## src/rtl/issue_scheduler.sv

```systemverilog
// N-wide in-order issue scheduler: fetch queue, hazard-aware group formation, registered issue stage.
// Optional statistics counters are enabled by defining ISSUE_SCHED_STATS_EN.
module issue_scheduler #(
  parameter int ISSUE_WIDTH = 2,
  parameter int QDEPTH      = 8,
  parameter int MAX_LS      = 1
) (
  input  logic                     clk,
  input  logic                     rst_n,
  input  logic                     flush,
  input  logic                     fetch_valid,
  input  logic [ISSUE_WIDTH-1:0]   fetch_mask,
  input  logic [64*ISSUE_WIDTH-1:0] fetch_data,
  output logic                     fetch_ready,
  output logic [ISSUE_WIDTH-1:0]   issue_valid,
  output logic [64*ISSUE_WIDTH-1:0] issue_data,
  input  logic                     issue_ready,
  output logic                     jal,
  output logic [31:0]              jal_addr
`ifdef ISSUE_SCHED_STATS_EN
  ,
  output logic [31:0]              stat_issued,
  output logic [31:0]              stat_stall,
  output logic [31:0]              stat_split
`endif
);

  localparam int AW = $clog2(QDEPTH);
  localparam int CW = AW + 1;

  localparam logic [6:0] OP_LOAD   = 7'b0000011;
  localparam logic [6:0] OP_STORE  = 7'b0100011;
  localparam logic [6:0] OP_BRANCH = 7'b1100011;
  localparam logic [6:0] OP_JAL    = 7'b1101111;

  function automatic logic [CW-1:0] popcnt(input logic [ISSUE_WIDTH-1:0] m);
    logic [CW-1:0] n;
    n = '0;
    for (int i = 0; i < ISSUE_WIDTH; i++) n = n + CW'(m[i]);
    return n;
  endfunction

  function automatic logic [31:0] jal_target(input logic [31:0] instr, input logic [31:0] pc);
    logic [31:0] imm;
    imm = {{11{instr[31]}}, instr[31], instr[19:12], instr[20], instr[30:21], 1'b0};
    return pc + imm;
  endfunction

  logic [63:0]          q_mem [QDEPTH];
  logic [AW-1:0]        head, tail;
  logic [CW-1:0]        count;

  logic [ISSUE_WIDTH-1:0]    vld_p1;
  logic [64*ISSUE_WIDTH-1:0] data_p1;
  logic                      jal_p1;
  logic [31:0]               jal_addr_p1;

  logic [CW-1:0]             grp_n_p0;
  logic                      grp_jal_p0, grp_split_p0;
  logic [31:0]               grp_tgt_p0;
  logic [ISSUE_WIDTH-1:0]    vld_p0;
  logic [64*ISSUE_WIDTH-1:0] data_p0;

  logic                 scan_open;
  logic [31:0]          wr_mask;
  int                   ls_n;
  logic [63:0]          ent;
  logic [4:0]           rs1, rs2, rd;
  logic [6:0]           op;
  logic                 is_ls, raw, ls_full;

  logic                 load, jal_hit, enq;
  logic [CW-1:0]        enq_n;
  logic [AW-1:0]        head_new;

  assign fetch_ready = ((CW'(QDEPTH) - count) >= CW'(ISSUE_WIDTH)) && !jal_p1;
  assign enq         = fetch_valid && fetch_ready;
  assign enq_n       = popcnt(fetch_mask);
  assign load        = ((vld_p1 == '0) || issue_ready) && (count != '0);
  assign jal_hit     = load && grp_jal_p0;
  assign head_new    = head + grp_n_p0[AW-1:0];

  // Stage p0: scan from head, closing the group at the first hazard or after a JAL
  always_comb begin
    grp_n_p0     = '0;
    grp_jal_p0   = 1'b0;
    grp_split_p0 = 1'b0;
    grp_tgt_p0   = '0;
    vld_p0       = '0;
    data_p0      = '0;
    scan_open    = 1'b1;
    wr_mask      = '0;
    ls_n         = 0;
    ent          = '0;
    rs1          = '0;
    rs2          = '0;
    rd           = '0;
    op           = '0;
    is_ls        = 1'b0;
    raw          = 1'b0;
    ls_full      = 1'b0;
    for (int k = 0; k < ISSUE_WIDTH; k++) begin
      ent     = q_mem[head + AW'(k)];
      rs1     = ent[51:47];
      rs2     = ent[56:52];
      rd      = ent[43:39];
      op      = ent[38:32];
      is_ls   = (op == OP_LOAD) || (op == OP_STORE);
      raw     = ((rs1 != '0) && wr_mask[rs1]) || ((rs2 != '0) && wr_mask[rs2]);
      ls_full = is_ls && (ls_n >= MAX_LS);
      if (scan_open && (CW'(k) < count)) begin
        if (raw || ls_full) begin
          scan_open    = 1'b0;
          grp_split_p0 = 1'b1;
        end else begin
          vld_p0[k]          = 1'b1;
          data_p0[64*k +: 64] = ent;
          grp_n_p0           = grp_n_p0 + CW'(1);
          if (is_ls) ls_n++;
          if ((op != OP_STORE) && (op != OP_BRANCH)) wr_mask[rd] = 1'b1;
          if (op == OP_JAL) begin
            scan_open  = 1'b0;
            grp_jal_p0 = 1'b1;
            grp_tgt_p0 = jal_target(ent[63:32], ent[31:0]);
          end
        end
      end
    end
  end

  // Queue storage carries no reset; occupancy is tracked by head/tail/count
  always_ff @(posedge clk) begin
    if (enq) begin
      for (int i = 0; i < ISSUE_WIDTH; i++) begin
        if (fetch_mask[i]) q_mem[tail + AW'(i)] <= fetch_data[64*i +: 64];
      end
    end
  end

  // Stage p1: registered issue group and redirect pulse
  always_ff @(posedge clk or negedge rst_n) begin
    if (!rst_n) begin
      head        <= '0;
      tail        <= '0;
      count       <= '0;
      vld_p1      <= '0;
      data_p1     <= '0;
      jal_p1      <= 1'b0;
      jal_addr_p1 <= '0;
    end else if (flush) begin
      head        <= '0;
      tail        <= '0;
      count       <= '0;
      vld_p1      <= '0;
      data_p1     <= '0;
      jal_p1      <= 1'b0;
      jal_addr_p1 <= '0;
    end else begin
      jal_p1      <= jal_hit;
      jal_addr_p1 <= jal_hit ? grp_tgt_p0 : '0;
      if (jal_hit) begin
        // Everything behind the JAL is wrong-path, including a bundle arriving this edge
        head  <= head_new;
        tail  <= head_new;
        count <= '0;
      end else begin
        if (load) head <= head_new;
        if (enq) tail <= tail + enq_n[AW-1:0];
        count <= count + (enq ? enq_n : '0) - (load ? grp_n_p0 : '0);
      end
      if (load) begin
        vld_p1  <= vld_p0;
        data_p1 <= data_p0;
      end else if (issue_ready) begin
        vld_p1  <= '0;
        data_p1 <= '0;
      end
    end
  end

  assign issue_valid = vld_p1;
  assign issue_data  = data_p1;
  assign jal         = jal_p1;
  assign jal_addr    = jal_addr_p1;

`ifdef ISSUE_SCHED_STATS_EN
  function automatic logic [31:0] sat_add(input logic [31:0] a, input logic [31:0] b);
    logic [32:0] s;
    s = {1'b0, a} + {1'b0, b};
    return s[32] ? 32'hFFFF_FFFF : s[31:0];
  endfunction

  always_ff @(posedge clk or negedge rst_n) begin
    if (!rst_n) begin
      stat_issued <= '0;
      stat_stall  <= '0;
      stat_split  <= '0;
    end else begin
      if ((vld_p1 != '0) && issue_ready)
        stat_issued <= sat_add(stat_issued, 32'(popcnt(vld_p1)));
      if ((vld_p1 != '0) && !issue_ready)
        stat_stall <= sat_add(stat_stall, 32'd1);
      if (load && grp_split_p0 && !flush)
        stat_split <= sat_add(stat_split, 32'd1);
    end
  end
`endif

endmodule

```

## config.mk

```make
export PLATFORM = sky130hd
export DESIGN_NAME = issue_scheduler
export DESIGN_NICKNAME = d
export VERILOG_FILES = /design/src/rtl/issue_scheduler.sv
export SDC_FILE = /design/constraint.sdc
export NUM_CORES = 1
export LEC_CHECK = 0
export CORE_MARGIN = 3
export CORE_UTILIZATION = 45
export CTS_CLUSTER_SIZE = 24
export DETAILED_ROUTE_END_ITERATION = 8
export GPL_ROUTABILITY_DRIVEN = 1
export PLACE_DENSITY = 0.68
export SLEW_MARGIN = 25
export SYNTH_ARGS = -nofsm -noshare
export SYNTH_HDL_FRONTEND = slang
export SYNTH_SLANG_ARGS = --single-unit
```

## constraint.sdc

```tcl
create_clock -name clk -period 8.7 [get_ports clk]
set_clock_uncertainty 0.05 [all_clocks]
set_input_delay 0.87 -clock clk [delete_from_list [all_inputs] [get_ports clk]]
set_output_delay 0.87 -clock clk [all_outputs]
set_load 0.03 [all_outputs]
```

==> impl_results.md, run 1 <==
* Max Fclk at 152 MHz
* Post-Syn Nets at 2910
* Area Growth Syn to Fin at 17.4%
* Crit path max fanout at 43
* Clock sinks at 685
* Fin nets at 3161
* FF+latch count, synth at 685
* I/O Buffers at 298
* Slew Limit Fails at 0
* Clk root buf: clkbuf_16
* Final WL at 131000 µm
* Final worst-path cycle share at 75.7%
* First-pass GRT wire length at 190000 µm
* GR Util met2 at 46.4%
* Fin worst setup slack at 2.11 ns
* Sequential share of the synthesized area at 49.9%
* Synth warnings at 0
* Initial antenna violation count at 15
* Iteration-0 DRC Markers at 2947
* Multi-input logic area at 19000 µm²
* Slew @ Worst Pin at 1.09 ns
* Hold_buf cts at 0
* Fillcell total at 7045
* Path type of the worst min-delay path: primary input to asynchronous set/reset pin
* 1st-pass router iterations at 7
* Met3 Usage GRT at 5.81%
* # resized after CTS at 0
* I/O Pins at 299
* Post-Syn Area at 39500 µm²
* Area after DPL at 43700 µm²
* Critical path class: flip-flop to flip-flop
* Maximum VDD drop at 0.000249 V
* Max Cap Viol at 0
* Die width at 302 µm
* Total track usage at 28.5%
* PD cells at 358 nW/µm²
* Die area at 91300 µm²
* Reg2reg path depth at 16
* Final ANT Viol Nets at 0
* Placer Congestion at 0.950
* Grt peak-use layer: met2
* Pre-CTS setup slack at 2.29 ns
* Final non-filler cell total at 4175
* Status: finished, final reports clean
* Inst Count DP at 4020
* Global route overflow at 0
* Critical path endpoint category: flip-flop
* Starting Density at 45.4%
* Total CTS buffers at 79
* Netlist cell types at 82
* Hold Vio Cnt, Final at 0
* Post-CTS Setup Bufs at 0
* Vias per cell at 6.50
* Normalized max-slew margin at 27.3%
* Clock-pin transition on the worst setup and hold timing paths at 0.06 ns
* Pin count of the biggest net entering global routing at 135
* FF-to-FF Start: head[0]
* Core Area at 86900 µm²
* DRC viols at 0
* Vias at 27200
* CTS tree: done
* Final Util at 53.4%
* Layout cells sized above 1 at 35.0%
* Worst EP required at 9.13 ns
* Min cycle time layout at 6.59 ns
* Synth async-reset ratio at 25.3%
* Ys flop type: edfxtp_1
* Row cnt at 108
* Number of enable flip-flop cells after synthesis at 512
* Vias in the first global route at 27700
* Power, Total at 16.6 mW
* Total negative setup slack at 0 ns
* Reg-to-reg critical path endpoint: jal_addr[31]
* H-tree level count at 3
* FF+latch area at 19700 µm²
* Hold slack final at 0.292 ns
* Worst Setup SP: head[0]
* Grt met1 use at 37.3%
* RSZ-0062 raised after global routing: no
* Crit path DAT at 7.02 ns
* DR WL/cell at 31.5 µm
* Pleak at 16.0 nW
* Endpoints failing setup at 0
* Clk_lat worst skew at 0.65 ns
* Die Ht at 302 µm
* Post-route cell area at 46400 µm²
* CTS Buffer Depth at 3
* Syn avg cell area at 14.6 µm²
* Mapped Cells at 2696
* Worst reg-to-reg setup slack at 2.11 ns
* Final HPWL DP at 83400 µm
* Crit start category: flip-flop
-- state kept, by name (all words and copies together), names as in the netlist --
name         flops
q_mem          512
issue_data     128
jal_addr        32
count            4
head             3
tail             3
issue_valid      2
jal              1
-- critical path: stages, from the launching register on --
cell	delay, ns
dfrtp_4	0.89
ha_4	0.26
xor2_4	0.79
buf_4	0.71
mux2_2	0.45
ha_1	0.24
fa_1	0.47
a211oi_1	0.31
o21ai_0	0.24
a211oi_1	0.59
o211ai_1	0.28
o221a_2	0.31
nand2b_1	0.11
a31oi_1	0.16
mux2i_1	0.15
a32oi_1	0.30
nor2_4	0.04
-- worst max path at each step --
| stage | to | slack, ns | cells past startpoint |
|---|---|---|---|
| 6_report | jal_addr[31] | 2.11 | 16 |
| 5_1_grt | jal_addr[23] | 1.69 | 17 |
| 4_1_cts | jal_addr[31] | 2.27 | 16 |
| 3_5_place_dp | jal_addr[31] | 2.29 | 16 |
| 3_3_place_gp | jal_addr[31] | 2.41 | 16 |
| 2_1_floorplan | q_mem[7][0] | 1.59 | 8 |
-- cells in the final DEF, fill, tap and decap left out, types with 10 or more instances in the layout --
| master | synthesis | layout |
|---|---|---|
| a21o_1 | 25 | 25 |
| nor2_4 | 19 | 20 |
| nand2b_1 | 14 | 14 |
| inv_1 | 42 | 42 |
| nor2_2 | 11 | 10 |
| clkinv_1 | 0 | 11 |
| mux4_2 | 255 | 255 |
| ha_1 | 73 | 72 |
| a21oi_1 | 55 | 54 |
| nand3_1 | 21 | 19 |
| a22o_1 | 50 | 50 |
| mux2i_1 | 32 | 32 |
| edfxtp_1 | 512 | 512 |
| nor2_1 | 49 | 49 |
| nor3_1 | 28 | 22 |
| o21ai_0 | 76 | 72 |
| xor2_1 | 29 | 29 |
| buf_4 | 3 | 46 |
| a22oi_1 | 25 | 25 |
| clkdlybuf4s50_1 | 0 | 297 |
| mux2_2 | 554 | 554 |
| a32o_1 | 39 | 39 |
| clkbuf_16 | 0 | 80 |
| clkbuf_1 | 105 | 25 |
| dfrtp_1 | 173 | 170 |
| nand2_1 | 232 | 232 |
| xnor2_1 | 38 | 38 |
-- cell usage after synthesis, types with 25 or more instances --
cell type,instances,area [µm²]
edfxtp_1,512,15400
clkbuf_1,105,394
a21o_1,25,188
a32o_1,39,390
inv_1,42,158
a22oi_1,25,188
xnor2_1,38,333
mux2_2,554,6240
nor2_1,49,184
buf_2,42,210
ha_1,73,913
xor2_1,29,254
a22o_1,50,438
nor3_1,28,140
o21ai_0,76,380
nand2_1,232,871
a21oi_1,55,275
dfrtp_1,173,4330
mux4_2,255,5740
mux2i_1,32,320
-- layout make-up --
type	count	area share, %
sequential	685	42.5
multi-input combinational	1787	41.0
clock buffer	113	4.76
tap	1155	3.12
inverter	45	0.364
timing repair buffer	349	7.42
antenna	9	0.0486
clock inverter	32	0.767
-- power breakdown --
group / leakage [nW] / total [mW] / switching (mW) / internal [mW]
Sequential: 6.98 / 4.65 / 0.496 / 4.15
Clock: 1.24 / 3.32 / 1.39 / 1.93
Combinational: 7.80 / 8.62 / 5.10 / 3.51
-- logic make-up (layout without fill, tap and decap cells) --
group,Yosys count,in the layout,share of synthesized area (%)
other,0,9,0
muxes,851,851,31.6
adders and majority gates,79,79,2.62
and+or+nand+nor,431,431,5.33
buffers and inverters,224,539,2.50
xor gates and xnor gates,68,68,1.53
AOI/OAI and AO/OA,358,358,6.50
DFF,685,685,49.9
-- layer usage --
| layer | vias up | wire (µm) |
|---|---|---|
| met4 | 8 | 5190 |
| li1 | 11200 | - |
| met2 | 1482 | 63300 |
| met3 | 259 | 11900 |
| met1 | 14200 | 50900 |
| met5 | - | 50 |
(Power assumes the default switching activity.)
==> inputs of run 2 (changes only) <==
==> constraint.sdc (replaced) <==
create_clock -name clk -period 6.5 [get_ports clk]
set_clock_uncertainty 0.05 [all_clocks]
set_input_delay 0.65 -clock clk [delete_from_list [all_inputs] [get_ports clk]]
set_output_delay 0.65 -clock clk [all_outputs]
set_load 0.03 [all_outputs]
==> impl_results.md, run 2 (synthesis results as in run 1) <==
* Status: finished, final reports clean (unchanged)
* CTS tree: done (unchanged)
* RSZ-0062 raised after global routing: no (unchanged)
* Vias per cell at 6.45 (was 6.50)
* Hold_buf cts at 1 (was 0)
* Clk network pwr share at 19.6% (was 20.0%)
* First-pass GRT wire length at 187000 µm (was 190000 µm)
* Final Util at 53.4% (about the same)
* # resized after CTS at 0 (unchanged)
* Final non-filler cell total at 4188 (was 4175)
* Vias in the first global route at 27700 (about the same)
* Worst EP required at 6.94 ns (was 9.13 ns)
* Die area at 91300 µm² (unchanged)
* CP Buf/Inv Count at 1 (unchanged)
* Starting Density at 45.4% (unchanged)
* Post-route cell area at 46400 µm² (about the same)
* Cell mode on critical path: a211oi_1 (unchanged)
* Slowest cell delay on critical path at 0.75 ns (was 0.89 ns)
* Crit path DAT at 6.18 ns (was 7.02 ns)
* Total CTS buffers at 75 (was 79)
* 1st-pass router iterations at 8 (was 7)
* DR WL/cell at 30.7 µm (was 31.5 µm)
* Power, Total at 22.0 mW (was 16.6 mW)
* Layout cells sized above 1 at 35.7% (was 35.0%)
* I/O Buffers at 298 (unchanged)
* Critical path class: flip-flop to flip-flop (unchanged)
* Max Cap Viol at 0 (unchanged)
* Highest metal used: met5 (unchanged)
* CTS Buffer Depth at 3 (unchanged)
* Hold slack final at 0.427 ns (was 0.292 ns)
* Normalized max-slew margin at 33.3% (was 27.3%)
* Final HPWL DP at 82900 µm (was 83400 µm)
* Hold Vio Cnt, Final at 0 (unchanged)
* Final WL at 129000 µm (was 131000 µm)
* Area after DPL at 43900 µm² (was 43700 µm²)
* Commonest cells after routing, fill and taps aside: mux2_2, edfxtp_1, clkdlybuf4s50_1, mux4_2, nand2_1 (unchanged)
* Endpoints failing setup at 0 (unchanged)
* Max Fclk at 174 MHz (was 152 MHz)
* Total track usage at 28.0% (was 28.5%)
* Slew Limit Fails at 0 (unchanged)
* Row cnt at 108 (unchanged)
* Area Growth Syn to Fin at 17.5% (was 17.4%)
* Die Ht at 302 µm (unchanged)
* Path type of the worst min-delay path: flip-flop to flip-flop (was primary input to asynchronous set/reset pin)
* DRC viols at 0 (unchanged)
* Placer Congestion at 0.921 (was 0.950)
* Critical path endpoint category: flip-flop (unchanged)
* Most common cell after layout, fill and taps aside: mux2_2 (unchanged)
* Fillcell total at 7039 (was 7045)
* Sequential share of power at 28.2% (was 28.0%)
* Global route overflow at 0 (unchanged)
* Switching part of the total power at 41.9% (was 42.2%)
* Die width at 302 µm (unchanged)
* Final worst-path cycle share at 88.3% (was 75.7%)
* Initial antenna violation count at 13 (was 15)
* Core Area at 86900 µm² (unchanged)
* Max FFs per register at 512 (unchanged)
* Inst Count DP at 4040 (was 4020)
* I/O Pins at 299 (unchanged)
* H-tree level count at 3 (unchanged)
* Met3 WL post-DR at 12300 µm (was 11900 µm)
* Min cycle time layout at 5.74 ns (was 6.59 ns)
* Fin nets at 3177 (was 3161)
* Post-CTS Setup Bufs at 0 (unchanged)
* Clk root buf: clkbuf_16 (unchanged)
* Clock sinks at 685 (unchanged)
* Wl on met1 at 49500 µm (was 50900 µm)
* Vias at 27000 (was 27200)
* Pin count of the biggest net entering global routing at 117 (was 135)
* Crit start category: flip-flop (unchanged)
* Slew @ Worst Pin at 1.00 ns (was 1.09 ns)
* Largest delay share family, worst path: compound AO/OA/AOI/OAI gates (unchanged)
* Largest reg by FF count: q_mem (unchanged)
* Clock-pin transition on the worst setup and hold timing paths at 0.06 ns (about the same)
* Maximum VDD drop at 0.000304 V (was 0.000249 V)
* Worst path cell trace: ha_4 > xor2_4 > buf_4 > mux2_2 > ha_1 > fa_1 > a211oi_1 > o21ai_0 > a211oi_1 > o211ai_1 > o221a_2 > nand2b_1 > a31oi_1 > mux2i_1 > a32oi_1 > nor2_4 (unchanged)
* Final ANT Viol Nets at 0 (unchanged)
* Iteration-0 DRC Markers at 3100 (was 2947)
* Psw at 9.20 mW (was 6.99 mW)
* Pleak at 16.1 nW (was 16.0 nW)
* Crit path max fanout at 32 (was 43)
* Pint at 12.8 mW (was 9.59 mW)
* PD cells at 474 nW/µm² (was 358 nW/µm²)
* CP max-delay cell: dfrtp_4 (unchanged)
* Clk_lat worst skew at 0.63 ns (was 0.65 ns)
* Routed wl met2 at 61300 µm (was 63300 µm)
* Logic gate share of total power at 52.2% (was 52.0%)
-- run 2: changes by cell type in the layout (fill, tap and decap cells not counted) --
cell	change
buf_12	+3
buf_16	-1
buf_4	+17
bufinv_16	-2
clkbuf_1	-11
clkbuf_16	-3
clkbuf_8	+7
clkinv_1	-4
clkinv_16	-1
clkinv_2	+5
clkinv_8	-3
clkinvlp_4	+1
dlygate4sd3_1	+1
inv_6	+4
-- run 2: worst reg2reg max path: cells and delay by family (launching register included) --
family / cells / cell delay [ns]
DFF: 1 / 0.75
and+or+nand+nor: 2 / 0.16
adders and majority gates: 3 / 0.97
muxes: 2 / 0.61
AOI/OAI and AO/OA: 7 / 2.30
xor gates and xnor gates: 1 / 0.18
buffers and inverters: 1 / 0.60
-- run 2: final timing paths --
path                       slack, ns            start              end  cells past startpoint
setup / recovery                0.76          head[1]     jal_addr[31]                     16
hold / removal                  0.43  issue_data[106]  issue_data[106]                      2
setup reg to reg                0.76          head[1]     jal_addr[31]                     16
hold reg to reg                 0.43  issue_data[106]  issue_data[106]                      2
max in group asynchronous       4.51            rst_n          head[1]                      3
min in group asynchronous       0.49            rst_n   issue_data[29]                      2
-- run 2: through the flow --
step / setup slack, ns / TNS (ns)
floorplan: -0.606 / -116.33
global placement: 0.911 / 0
detailed placement: 0.865 / 0
CTS: 0.844 / 0
global route: 0.387 / 0
finish: 0.763 / 0
-- run 2: cell type report --
cell class	instances	area [µm²]	area share, %
Clock buffer	106	2190	4.71
Antenna cell	9	22.5	0.0485
Inverter	45	169	0.364
Clock inverter	32	269	0.580
Timing Repair Buffer	369	3610	7.78
Tap cell	1155	1450	3.11
Sequential cell	685	19700	42.5
Multi-Input combinational cell	1787	19000	40.9
-- run 2: power groups by stage --
stage / clock [mW] / sequential [mW] / combinational, mW
after floorplan: 0 / 6.64 / 7.10
after global placement: 0 / 6.20 / 11.2
after detailed placement: 0 / 6.24 / 11.3
after CTS: 4.36 / 6.16 / 11.4
after global routing: 4.52 / 6.24 / 12.3
final: 4.31 / 6.19 / 11.5
-- run 2: per-layer routing --
layer,track usage [%],vias up
met2,45.0,1544
met3,5.15,267
met4,11.8,8
li1,-,11300
met1,37.5,14000
met5,0,-
